[config.mk]
export PLATFORM = sky130hd
export DESIGN_NAME = serial_adder_ctrl_flat
export DESIGN_NICKNAME = d
export VERILOG_FILES = /design/src/rtl/serial_adder_ctrl_if.sv /design/src/rtl/serial_adder_ctrl.sv /design/src/flat_wrapper.sv
export SDC_FILE = /design/constraint.sdc
export NUM_CORES = 1
export LEC_CHECK = 0
export BUFFER_PORTS_ARGS = -buffer_cell sky130_fd_sc_hd__buf_2
export CAP_MARGIN = 25
export CORE_ASPECT_RATIO = 2
export CORE_MARGIN = 4
export CORE_UTILIZATION = 45
export CTS_BUF_LIST = sky130_fd_sc_hd__clkbuf_4 sky130_fd_sc_hd__clkbuf_8 sky130_fd_sc_hd__clkbuf_16
export DETAILED_ROUTE_END_ITERATION = 7
export PLACE_DENSITY = 0.7
export SYNTH_ARGS = -nofsm -noshare
export SYNTH_HDL_FRONTEND = slang
export SYNTH_HIERARCHICAL = 1
export SYNTH_SLANG_ARGS = --single-unit
[constraint.sdc]
create_clock -name clk -period 1.4 [get_ports clk]
set_input_delay 0 -clock clk [delete_from_list [all_inputs] [get_ports clk]]
set_output_delay 0 -clock clk [all_outputs]
set_load 0.01 [all_outputs]
[src/rtl/serial_adder_ctrl_if.sv]
// Handshake and data bundle between the stimulus side and the bit-serial adder sequencer.
interface serial_adder_ctrl_if #(
    parameter int unsigned WIDTH = 8
);
    logic             start;
    logic             sub;
    logic             cin;
    logic [WIDTH-1:0] a;
    logic [WIDTH-1:0] b;
    logic             busy;
    logic             done;
    logic [WIDTH-1:0] sum;
    logic             cout;
    logic             ovf;

    modport master (
        output start, sub, cin, a, b,
        input  busy, done, sum, cout, ovf
    );

    modport slave (
        input  start, sub, cin, a, b,
        output busy, done, sum, cout, ovf
    );
endinterface

[src/rtl/serial_adder_ctrl.sv]
// Bit-serial add/subtract sequencer driving a single gate-level full adder, LSB first.
module serial_adder_ctrl #(
    parameter int unsigned WIDTH = 8
) (
    input  logic                 clk,
    input  logic                 rst,
    serial_adder_ctrl_if.slave   bus
);
    localparam int unsigned CW = (WIDTH > 1) ? $clog2(WIDTH) : 1;

    typedef enum logic [1:0] {IDLE = 2'd0, RUN = 2'd1, DONE = 2'd2} state_t;

    state_t           state, state_nxt;
    logic [WIDTH-1:0] a_sh, a_sh_nxt;
    logic [WIDTH-1:0] b_sh, b_sh_nxt;
    logic [WIDTH-1:0] sum_sh, sum_sh_nxt;
    logic [WIDTH-1:0] sum_q, sum_nxt;
    logic             carry, carry_nxt;
    logic [CW-1:0]    count, count_nxt;
    logic             cout_q, cout_nxt;
    logic             ovf_q, ovf_nxt;
    logic             busy_q, busy_nxt;
    logic             done_q, done_nxt;
    logic             fa_s, fa_co;
    logic             last_bit;

    fullAdderGL u_fa (
        .a    (a_sh[0]),
        .b    (b_sh[0]),
        .cin  (carry),
        .s    (fa_s),
        .cout (fa_co)
    );

    assign last_bit = (count == CW'(WIDTH - 1));

    // State register
    always_ff @(posedge clk) begin
        if (rst) state <= IDLE;
        else     state <= state_nxt;
    end

    // Next-state logic
    always_comb begin
        state_nxt = state;
        case (state)
            IDLE:    if (bus.start) state_nxt = RUN;
            RUN:     if (last_bit)  state_nxt = DONE;
            DONE:    state_nxt = IDLE;
            default: state_nxt = IDLE;
        endcase
    end

    // Datapath and output next values; results land on the final RUN edge so they are valid in DONE
    always_comb begin
        a_sh_nxt   = a_sh;
        b_sh_nxt   = b_sh;
        sum_sh_nxt = sum_sh;
        carry_nxt  = carry;
        count_nxt  = count;
        sum_nxt    = sum_q;
        cout_nxt   = cout_q;
        ovf_nxt    = ovf_q;
        busy_nxt   = (state_nxt != IDLE);
        done_nxt   = (state_nxt == DONE);
        case (state)
            IDLE: begin
                if (bus.start) begin
                    a_sh_nxt   = bus.a;
                    b_sh_nxt   = bus.sub ? ~bus.b : bus.b;
                    carry_nxt  = bus.sub | bus.cin;
                    count_nxt  = '0;
                    sum_sh_nxt = '0;
                end
            end
            RUN: begin
                a_sh_nxt   = a_sh >> 1;
                b_sh_nxt   = b_sh >> 1;
                sum_sh_nxt = {fa_s, sum_sh[WIDTH-1:1]};
                carry_nxt  = fa_co;
                if (last_bit) begin
                    sum_nxt  = {fa_s, sum_sh[WIDTH-1:1]};
                    cout_nxt = fa_co;
                    ovf_nxt  = carry ^ fa_co;
                end else begin
                    count_nxt = count + CW'(1);
                end
            end
            default: ;
        endcase
    end

    always_ff @(posedge clk) begin
        if (rst) begin
            a_sh   <= '0;
            b_sh   <= '0;
            sum_sh <= '0;
            carry  <= 1'b0;
            count  <= '0;
            sum_q  <= '0;
            cout_q <= 1'b0;
            ovf_q  <= 1'b0;
            busy_q <= 1'b0;
            done_q <= 1'b0;
        end else begin
            a_sh   <= a_sh_nxt;
            b_sh   <= b_sh_nxt;
            sum_sh <= sum_sh_nxt;
            carry  <= carry_nxt;
            count  <= count_nxt;
            sum_q  <= sum_nxt;
            cout_q <= cout_nxt;
            ovf_q  <= ovf_nxt;
            busy_q <= busy_nxt;
            done_q <= done_nxt;
        end
    end

    assign bus.busy = busy_q;
    assign bus.done = done_q;
    assign bus.sum  = sum_q;
    assign bus.cout = cout_q;
    assign bus.ovf  = ovf_q;
endmodule

// Gate-level full adder cell shared by the sequencer.
module fullAdderGL (
    input  logic a,
    input  logic b,
    input  logic cin,
    output logic s,
    output logic cout
);
    logic axb, g, p;

    xor x0 (axb, a, b);
    xor x1 (s, axb, cin);
    and a0 (g, a, b);
    and a1 (p, axb, cin);
    or  o0 (cout, g, p);
endmodule

[src/flat_wrapper.sv]
// flat-port wrapper written by rule: the top's interface ports become plain ports
module serial_adder_ctrl_flat 
#(
    parameter int unsigned WIDTH = 8
)
  (clk, rst, bus_start, bus_sub, bus_cin, bus_a, bus_b, bus_busy, bus_done, bus_sum, bus_cout, bus_ovf);
  serial_adder_ctrl_if #(.WIDTH(WIDTH)) bus_i ();
  input  logic clk;
  input  logic rst;
  input wire logic [$bits(bus_i.start)-1:0] bus_start;
  input wire logic [$bits(bus_i.sub)-1:0] bus_sub;
  input wire logic [$bits(bus_i.cin)-1:0] bus_cin;
  input wire logic [$bits(bus_i.a)-1:0] bus_a;
  input wire logic [$bits(bus_i.b)-1:0] bus_b;
  output wire logic [$bits(bus_i.busy)-1:0] bus_busy;
  output wire logic [$bits(bus_i.done)-1:0] bus_done;
  output wire logic [$bits(bus_i.sum)-1:0] bus_sum;
  output wire logic [$bits(bus_i.cout)-1:0] bus_cout;
  output wire logic [$bits(bus_i.ovf)-1:0] bus_ovf;
  assign bus_i.start = bus_start;
  assign bus_i.sub = bus_sub;
  assign bus_i.cin = bus_cin;
  assign bus_i.a = bus_a;
  assign bus_i.b = bus_b;
  assign bus_busy = bus_i.busy;
  assign bus_done = bus_i.done;
  assign bus_sum = bus_i.sum;
  assign bus_cout = bus_i.cout;
  assign bus_ovf = bus_i.ovf;
  serial_adder_ctrl #(.WIDTH(WIDTH)) u_core (.clk(clk), .rst(rst), .bus(bus_i));
endmodule
**Word level (Yosys, flattened, before mapping)**

Index checks and enable logic that the tools add are counted.

- Register bits: 42
- Latch bits: 0
- RAM bits: 0
- Bits in read-only memories: 0
- Word-level logic and storage cells: 46
- Memories: 0

- Add/subtract/negate cells: 1
- Multiply operators: 0
- Div/mod/pow operators: 0
- Order comparisons: 0
- Equality and inequality tests: 5
- Shift-type cells: 0
- Muxes and demuxes: 15
- Bitwise operators: 8
- Reductions and logical operators: 6

Operator list:

| kind | number |
|---|---|
| $pmux 8 s2 | 3 |
| $mux 8 | 4 |
| $not 8->8 | 1 |
| $mux 3 | 2 |
| $pmux 3 s2 | 1 |
| $mux 2 | 2 |
| $ne 2x2->1 const B | 2 |
| $pmux 2 s2 | 1 |
| $reduce_and 2->1 | 2 |
| $reduce_bool 2->1 | 2 |
| $add 3x1->3 const B | 1 |
| $eq 3x3->1 const B | 1 |
| $reduce_and 3->1 | 1 |
| $xor 1x1->1 | 3 |
| $and 1x1->1 | 2 |
| $eq 2x1->1 const B | 1 |
| $eq 2x2->1 const B | 1 |
| $logic_not 2->1 | 1 |
| $or 1x1->1 | 2 |
| $pmux 1 s2 | 1 |
| $mux 1 | 1 |

**Logic depth before layout (Yosys ltp)**

Gate-level depths: netlist of the first run.

- Word-level depth: 4
- Gate-level depth with buffers: 7

**Modules after synthesis**

The synthesis of the first run kept the hierarchy.

Modules (own cells, without submodules):

| module | instances | cells an instance | area each (µm²) | seq. area each (µm²) |
|---|---|---|---|---|
| serial_adder_ctrl | 1 | 193 | 1730.4 | 820.8 |
| fullAdderGL | 1 | 1 | 20.0 | 0.0 |

**Worst setup path after synthesis of the first run**

Ideal clock, no wire load.

- Path kind: register to register
- Start point: register u_core.count[0]
- End point: register u_core.cout_q, in the netlist u_core/bus.cout
- Library setup time: 0.071 ns
- Arrival time: 1.355 ns
- Setup slack: -0.026 ns
- Stages on the path, launching flop included: 8
- Buffers on the path: 2
- Clock period less this slack: 1.426 ns
- Path through: dfxtp_1 ha_1 ha_1 clkbuf_1 and3b_1 buf_2 nand2_1 a21oi_1

- Word-level cells in the longest chain between the ends: 2

Ends and longest elaborated chain:

| what | RTL line | RTL |
|---|---|---|
| from (decl) | serial_adder_ctrl.sv:19 | `logic [CW-1:0] count, count_nxt;` |
| from (signal assigned) | serial_adder_ctrl.sv:110 | `count <= count_nxt;` |
| $eq 3x3->1 | serial_adder_ctrl.sv:35 | `assign last_bit = (count == CW'(WIDTH - 1));` |
| $reduce_and 2->1 (no source line) | - |  |
| to (signal assigned) | serial_adder_ctrl.sv:112 | `cout_q <= cout_nxt;` |
| to (decl) | serial_adder_ctrl.sv:20 | `logic cout_q, cout_nxt;` |

No other way between the ends.
A chain may end at the register's enable or synchronous reset.

**Final worst setup path of the first run**

- Start point: register u_core.state[0]
- End point: register u_core.a_sh[4]

- Word-level cells in the longest chain between the ends: 3

Ends and longest elaborated chain:

| what | RTL line | RTL |
|---|---|---|
| from (decl) | serial_adder_ctrl.sv:13 | `state_t state, state_nxt;` |
| from (signal assigned) | serial_adder_ctrl.sv:40 | `else state <= state_nxt;` |
| $eq 2x1->1 or $logic_not 2->1 (tied branches) | serial_adder_ctrl.sv:66 | `case (state)` |
| $reduce_bool 2->1 (no source line) or $ne 2x2->1 (tied branches) | - |  |
| $reduce_and 2->1 (no source line) | - |  |
| to (signal assigned) | serial_adder_ctrl.sv:106 | `a_sh <= a_sh_nxt;` |
| to (decl) | serial_adder_ctrl.sv:14 | `logic [WIDTH-1:0] a_sh, a_sh_nxt;` |

Several ways; a longest one is shown, not always the timed one.

==> results of run 1 <==
## registers in the layout, indices dropped and copies added (netlist names)
name,flops
u_core/sum_sh,7
u_core/count,3
u_core/bus.busy,1
u_core/state,2
u_core/carry,1
u_core/b_sh,8
u_core/bus.cout,1
u_core/a_sh,8
u_core/bus.sum,8
u_core/bus.ovf,1
u_core/bus.done,1
## power breakdown
group	switching (W)	internal, W
clock	0.000384	0.000365
sequential	0.0000320	0.00122
combinational	0.000153	0.000152
total	0.000569	0.00174
## layout make-up
class | count | area [um^2]
multi-input cells | 138 | 890.9
flip-flops and latches | 41 | 823.3
well taps | 49 | 61.31
clock buffers | 6 | 76.32
fillers | 352 | 1503
repair buffers | 48 | 320.3
clock inverters | 2 | 10.01
## cell families after synthesis
logic type / synth area share
muxes: 0.01716
xor gates and xnor gates: 0.04503
adders and majority gates: 0.02573
AOI/OAI and AO/OA: 0.1773
buffers and inverters: 0.04575
and+or+nand+nor: 0.2202
DFF: 0.4689
## layout by cell type, fill, tap and decap left out, drive strengths merged
cell type    netlist  final
nor3               4      4
fa                 1      1
a31oi              3      3
nand2             21     21
nand3              4      4
ha                 2      2
nor2              38     38
nor2b              1      1
nor4b              1      1
nor3b              1      1
or2b               1      1
buf                9     47
clkbuf             6      6
xor2               1      1
o21bai             1      1
a21oi             14     14
dfxtp             41     41
a22oi              9      9
xnor2              8      8
dlygate4sd3        0      1
a2111oi            8      8
and3b              1      1
o21ba              1      1
clkinv             0      2
mux2i              3      3
or3b               4      4
nand2b             5      5
nand3b             1      1
a211oi             5      5
## critical path, stage by stage, from the launching register on
cell and delay [ns]:
sky130_fd_sc_hd__dfxtp_2 0.37, sky130_fd_sc_hd__buf_4 0.17, sky130_fd_sc_hd__or3b_2 0.47, sky130_fd_sc_hd__a21oi_2 0.15
sky130_fd_sc_hd__nor3_1 0.06
## layer usage
| layer | up-vias | GRT usage | part of all wire | routed length, um |
|---|---|---|---|---|
| met5 | - | 0 | 0 | 0 |
| met4 | 0 | 0.08534 | 0.021 | 72 |
| met3 | 4 | 0.02481 | 0.037 | 129 |
| met2 | 26 | 0.3004 | 0.54 | 1865 |
| met1 | 668 | 0.1617 | 0.40 | 1383 |
| li1 | 749 | - | - | - |
## cell usage after synthesis (all sizes together), types with 2 or more instances
library cell / count
a2111oi: 8
nand3: 4
nor2: 38
or3b: 4
buf: 9
a22oi: 9
nor3: 4
xnor2: 8
dfxtp: 41
mux2i: 3
nand2: 21
ha: 2
a31oi: 3
clkbuf: 6
a211oi: 5
nand2b: 5
a21oi: 14
## metrics by stage
stage               utilization  instances  hold slack (ns)   TNS, ns  instance area [um^2]
finish                   0.5922        284          0.01500         0                  2182
global route             0.5922        284          0.03199  -0.02900                  2182
CTS                      0.5823        284          0.02303         0                  2146
detailed placement       0.5542        275           0.2631         0                  2042
global placement         0.5542        275           0.2536         0                  2042
floorplan                     -        194          0.08306         0                  1752
## worst max-delay path by stage
stage | end | slack (ns)
6_report | u_core/a_sh[4]$_SDFFE_PP0P_ | 0.07
4_1_cts | u_core/count[0]$_SDFFE_PP0P_ | 0.01
2_1_floorplan | u_core/bus.ovf$_SDFFE_PP0P_ | 0.005
3_3_place_gp | u_core/a_sh[4]$_SDFFE_PP0P_ | 0.05
3_5_place_dp | u_core/a_sh[7]$_SDFFE_PP0P_ | 0.01
5_1_grt | u_core/b_sh[2]$_SDFFE_PP0P_ | -0.01
## timing repair
item | 4_1_cts | 5_1_grt
setup endpoints to repair | 1 | 28
pin swaps | 0 | 0
hold endpoints to repair | 1 | 0
gates resized for setup | 1 | 14
hold buffers | 1 | 0
==> summary.md, run 1 <==
| Metric | Value |
|---|---|
| Outcome | finished, final reports clean |
| Vias post-DR | roughly 1400 |
| Vias/cell | between 5 and 6 |
| Worst setup slack after placement | 0.01069 ns |
| Area added between synthesis and finish | 24.66% |
| Sequential cell area fraction in the yosys report | 0.4689 |
| Cell Area, Synth | 1750 um^2 |
| Length of the first detailed-routing pass in iterations | 4 |
| Flip-flop and latch count after synthesis | between 40 and 50 |
| Period utilization | 0.9535 |
| Share of cells above drive strength 1 | 0.3319 |
| Slack of the critical path | around 0.065 ns |
| Mean area per synthesized cell | 9.023 um^2 |
| Average wire per standard cell | 12.15 um |
| Clock Sink Count | 41 |
| Endpoint required time on the critical path | 1.56 ns |
| Insertion delay to the later sink of the worst-skew pair | 0.28 ns |
| Dominant cells by area after synthesis | sky130_fd_sc_hd__dfxtp_1, sky130_fd_sc_hd__nor2_1, sky130_fd_sc_hd__nand2_1 |
| Hold-critical path endpoint | u_core/b_sh[2]$_SDFFE_PP0P_ |
| Buffer type at the clock tree root | sky130_fd_sc_hd__clkbuf_8 |
| Worst relative slew slack | 0.7395 |
| First-pass GRT wire length | 6085 um |
| Number of maximum-capacitance violations | 0 |
| Critical Path Start Type | register |
| Die width | between 50 and 60 um |
| Area leader, netlist | sky130_fd_sc_hd__dfxtp_1 |
| Worst flop-to-flop path endpoint | u_core/a_sh[4]$_SDFFE_PP0P_ |
| Port bufs | 32 |
| Setup slack on the worst flop-to-flop path | 0.07 ns |
| Area share of the largest cell type after synthesis | 0.4689 |
| Area of the die | ~5000 um^2 |
| Row Count | 31 |
| Total count of max-transition violations in the final report | 0 |
| Placer congestion estimate | 0.7308 |
| Largest net degree at the start of global routing | 25 |
| Final hold viol count | 0 |
| Die boundary height | 96.20 um |
| Setup Fix Bufs, Post-CTS | 0 |
| Synthesized netlist net count | around 220 |
| Launching instance or port of the critical path | u_core/state[0]$_SDFF_PP0_ |
| Number of antenna violations at the first check in global routing | 0 |
| Share of flip-flops with an asynchronous set or reset | 0 |
| CTS HTree Levels | 2 |
| Initial cell density of the core | 0.4750 |
| RSZ-0062 raised after global routing | true |
| Highest Clock Rate | 0.7491 GHz |
| Final HPWL from detailed placement | 2531 um |
| Number of unique standard cell types used by synthesis | 29 |
| Final Total Pwr | between 0.002 and 0.0025 W |
| Type of the worst setup path | reg -> reg |
| Areal power density over the cells | roughly 1100 nW/um^2 |
| Antenna diode count | 0 |
| Final setup viols | 0 |
| Critical path data arrival time | ~1.5 ns |
| Maximum net fanout on the critical path | 9 |
| Most used flip-flop cell after synthesis | sky130_fd_sc_hd__dfxtp_1 |
| Crit path capture type | register |
| Drt total wl | 3450 um |
| Transition time of the tightest slew-check pin | 0.3907 ns |
| Worst hold path cell count | 3 |
| Antenna-violating nets left | 0 |
| Total CTS buffers | 5 |
| Time the final worst path needs with I/O delays and setup | 1.335 ns |
| Worst Skew | 0.002794 ns |
| Startpoint of the lowest-slack register-to-register path | u_core/state[0]$_SDFF_PP0_ |
| Ys Warns | 6 |
| Count of cells along the worst register-to-register path | 4 |
| Number of buffers between clock root and the deepest sink | 2 |
| Number of enable flip-flop cells after synthesis | 0 |
| Startpoint of the lowest-slack hold path | bus_b[2] |
| Count of nets after finishing | 258 |
| Total global-route track usage | 0.1602 |
| Class of the most critical hold timing path | in -> reg |
| Clock transition at path regs | around 0.070 ns |
| Core ar. | about 3700 um^2 |
| I/O Pins | 33 |
| Leakage power | about 0.9 nW |
| Drt first-iter violations | 25 |
| Number of global-route vias before repair | around 1500 |
| Worst-case vdd ir drop | 896.9 uV |
| Post-route DRC | 0 |
| Number of standard cells after synthesis | 194 |
| Clock tree from TritonCTS | built |
| GR Overflow Total | 0 |
No activity file was read; power rests on OpenSTA's default activity.
==> inputs of run 2 (changes only) <==
Settings changed: BUFFER_PORTS_ARGS -buffer_cell sky130_fd_sc_hd__buf_2 to -buffer_cell sky130_fd_sc_hd__buf_4, CTS_BUF_LIST sky130_fd_sc_hd__clkbuf_4 sky130_fd_sc_hd__clkbuf_8 sky130_fd_sc_hd__clkbuf_16 to unset.
==> summary.md, run 2 (synthesized netlist as in run 1, its figures left out) <==
| Metric | Value |
|---|---|
| Share of cells above drive strength 1 | 0.3133 |
| Total net switching power | 0.0005687 W |
| Initial cell density of the core | 0.4750 |
| Insertion delay to the later sink of the worst-skew pair | approximately 0.29 ns |
| Transition time of the tightest slew-check pin | 0.4251 ns |
| Number of antenna violations at the first check in global routing | 0 |
| Number of global-route vias before repair | approximately 1400 |
| Clock transition at path regs | about 0.070 ns |
| Vias post-DR | ~1500 |
| GR Overflow Total | 0 |
| Area of the die | 5012 um^2 |
| Final HPWL from detailed placement | roughly 2500 um |
| Clock network fraction of design power | 0.382 |
| Final Total Pwr | about 0.0025 W |
| Critical Path Start Type | register |
| Highest Clock Rate | 0.7414 GHz |
| Switching fraction of total power | 0.2248 |
| Total CTS buffers | 5 |
| Die boundary height | about 96 um |
| Fin Hold WS | between 0.01 and 0.015 ns |
| Time the final worst path needs with I/O delays and setup | 1.349 ns |
| Buffer type at the clock tree root | sky130_fd_sc_hd__clkbuf_8 |
| Util after Layout | 0.6177 |
| Setup Fix Bufs, Post-CTS | 0 |
| Final hold viol count | 0 |
| Total count of max-transition violations in the final report | 0 |
| Worst relative slew slack | 0.7166 |
| Number of buffers between clock root and the deepest sink | 2 |
| Maximum net fanout on the critical path | 6 |
| Clock tree from TritonCTS | built |
| Number of maximum-capacitance violations | 0 |
| Most common cell after layout, fill and taps aside | sky130_fd_sc_hd__buf_4 |
| Critical path data arrival time | 1.56 ns |
| Type of the worst setup path | reg -> reg |
| Antenna diode count | 0 |
| Worst Skew | 0.004178 ns |
| Period utilization | 0.9634 |
| Leakage power | ~0.9 nW |
| Final setup viols | 0 |
| Antenna-violating nets left | 0 |
| Sequential power share | 0.496 |
| First-pass GRT wire length | 6085 um |
| Row Count | 31 |
| Count of nets after finishing | between 200 and 300 |
| Crit path capture type | register |
| Core ar. | 3685 um^2 |
| Cell-internal power | 0.001961 W |
| Port bufs | 32 |
| Drt total wl | 3612 um |
| Die width | 52.10 um |
| RSZ-0062 raised after global routing | true |
| Worst-case vdd ir drop | 939.8 uV |
| Fraction of power consumed by combinational cells | 0.122 |
| Placer congestion estimate | 0.6911 |
| Area added between synthesis and finish | 30.02% |
| CTS HTree Levels | 2 |
| Class of the most critical hold timing path | in -> reg |
| Most frequent cells in the layout | sky130_fd_sc_hd__buf_4, sky130_fd_sc_hd__dfxtp_1, sky130_fd_sc_hd__nor2_1 |
| Drt first-iter violations | 16 |
| Areal power density over the cells | approximately 1100 nW/um^2 |
| Clock Sink Count | 41 |
| I/O Pins | 33 |
| Total global-route track usage | 0.1610 |
| Largest net degree at the start of global routing | 42 |
| Average wire per standard cell | 12.81 um |
| Length of the first detailed-routing pass in iterations | 4 |
| Vias/cell | 5.287 |
| Post-route DRC | 0 |
| Outcome | finished, final reports clean |
| Endpoint required time on the critical path | 1.61 ns |
-- run 2: final cells by class --
class / instances / area (um^2)
clock buffer: 7 / 86.33
fill: 342 / 1409
timing repair buffer: 46 / 372.9
tap: 49 / 61.31
clock inverter: 1 / 30.03
multi-input combinational: 138 / 898.4
sequential: 41 / 827.0
-- run 2: worst paths after layout --
path	to	slack [ns]	startpoint	cells after the start
max reg2reg	u_core/count[0]$_SDFFE_PP0P_	0.05	u_core/count[1]$_SDFFE_PP0P_	6
min	u_core/b_sh[0]$_SDFFE_PP0P_	0.01	bus_b[0]	3
min reg2reg	u_core/bus.sum[5]$_SDFFE_PP0P_	0.46	u_core/bus.sum[5]$_SDFFE_PP0P_	2
max	u_core/count[0]$_SDFFE_PP0P_	0.05	u_core/count[1]$_SDFFE_PP0P_	6
-- run 2: through the flow --
step           area, um^2  cells  TNS (ns)  setup slack [ns]
2_1_floorplan        1752    194         0          0.004680
3_5_place_dp         2074    272  -0.02576          -0.01666
4_1_cts              2208    281         0           0.01958
3_3_place_gp         2074    272         0           0.03106
6_report             2276    282         0           0.05127
5_1_grt              2276    282  -0.01692          -0.01692
-- run 2: repair_timing --
item                                    CTS  global route
hold endpoints to repair                  1             0
cloned                                    0             1
gates resized for setup                   2            17
endpoints found under the setup margin    4            22
hold buffers                              1             0
pin swaps                                 0             2
-- run 2: routing by layer --
metal  vias to the layer above  GRT usage  routed length (um)
met3                         7    0.04341                 120
met2                        25     0.2920                2004
met1                       712     0.1662                1414
li1                        747          -                   -
met5                         -          0                   0
met4                         0    0.07221                  73
-- run 2: power groups by stage --
| stage | Clock (W) | Sequential [W] | Combinational (W) |
|---|---|---|---|
| finish | 0.000966 | 0.00126 | 0.000308 |
| global route | 0.00103 | 0.00126 | 0.000343 |
| CTS | 0.000988 | 0.00125 | 0.000305 |
| detailed placement | 0 | 0.00128 | 0.000299 |
| global placement | 0 | 0.00128 | 0.000293 |
| floorplan | 0 | 0.00127 | 0.000204 |
-- run 2: worst max-delay path, cell delays in order, from the launching register on --
cell                      delay, ns
sky130_fd_sc_hd__dfxtp_2       0.34
sky130_fd_sc_hd__ha_4          0.17
sky130_fd_sc_hd__ha_4          0.16
sky130_fd_sc_hd__buf_6         0.13
sky130_fd_sc_hd__nor4b_4       0.26
sky130_fd_sc_hd__a31oi_1       0.06
sky130_fd_sc_hd__a21oi_1       0.15
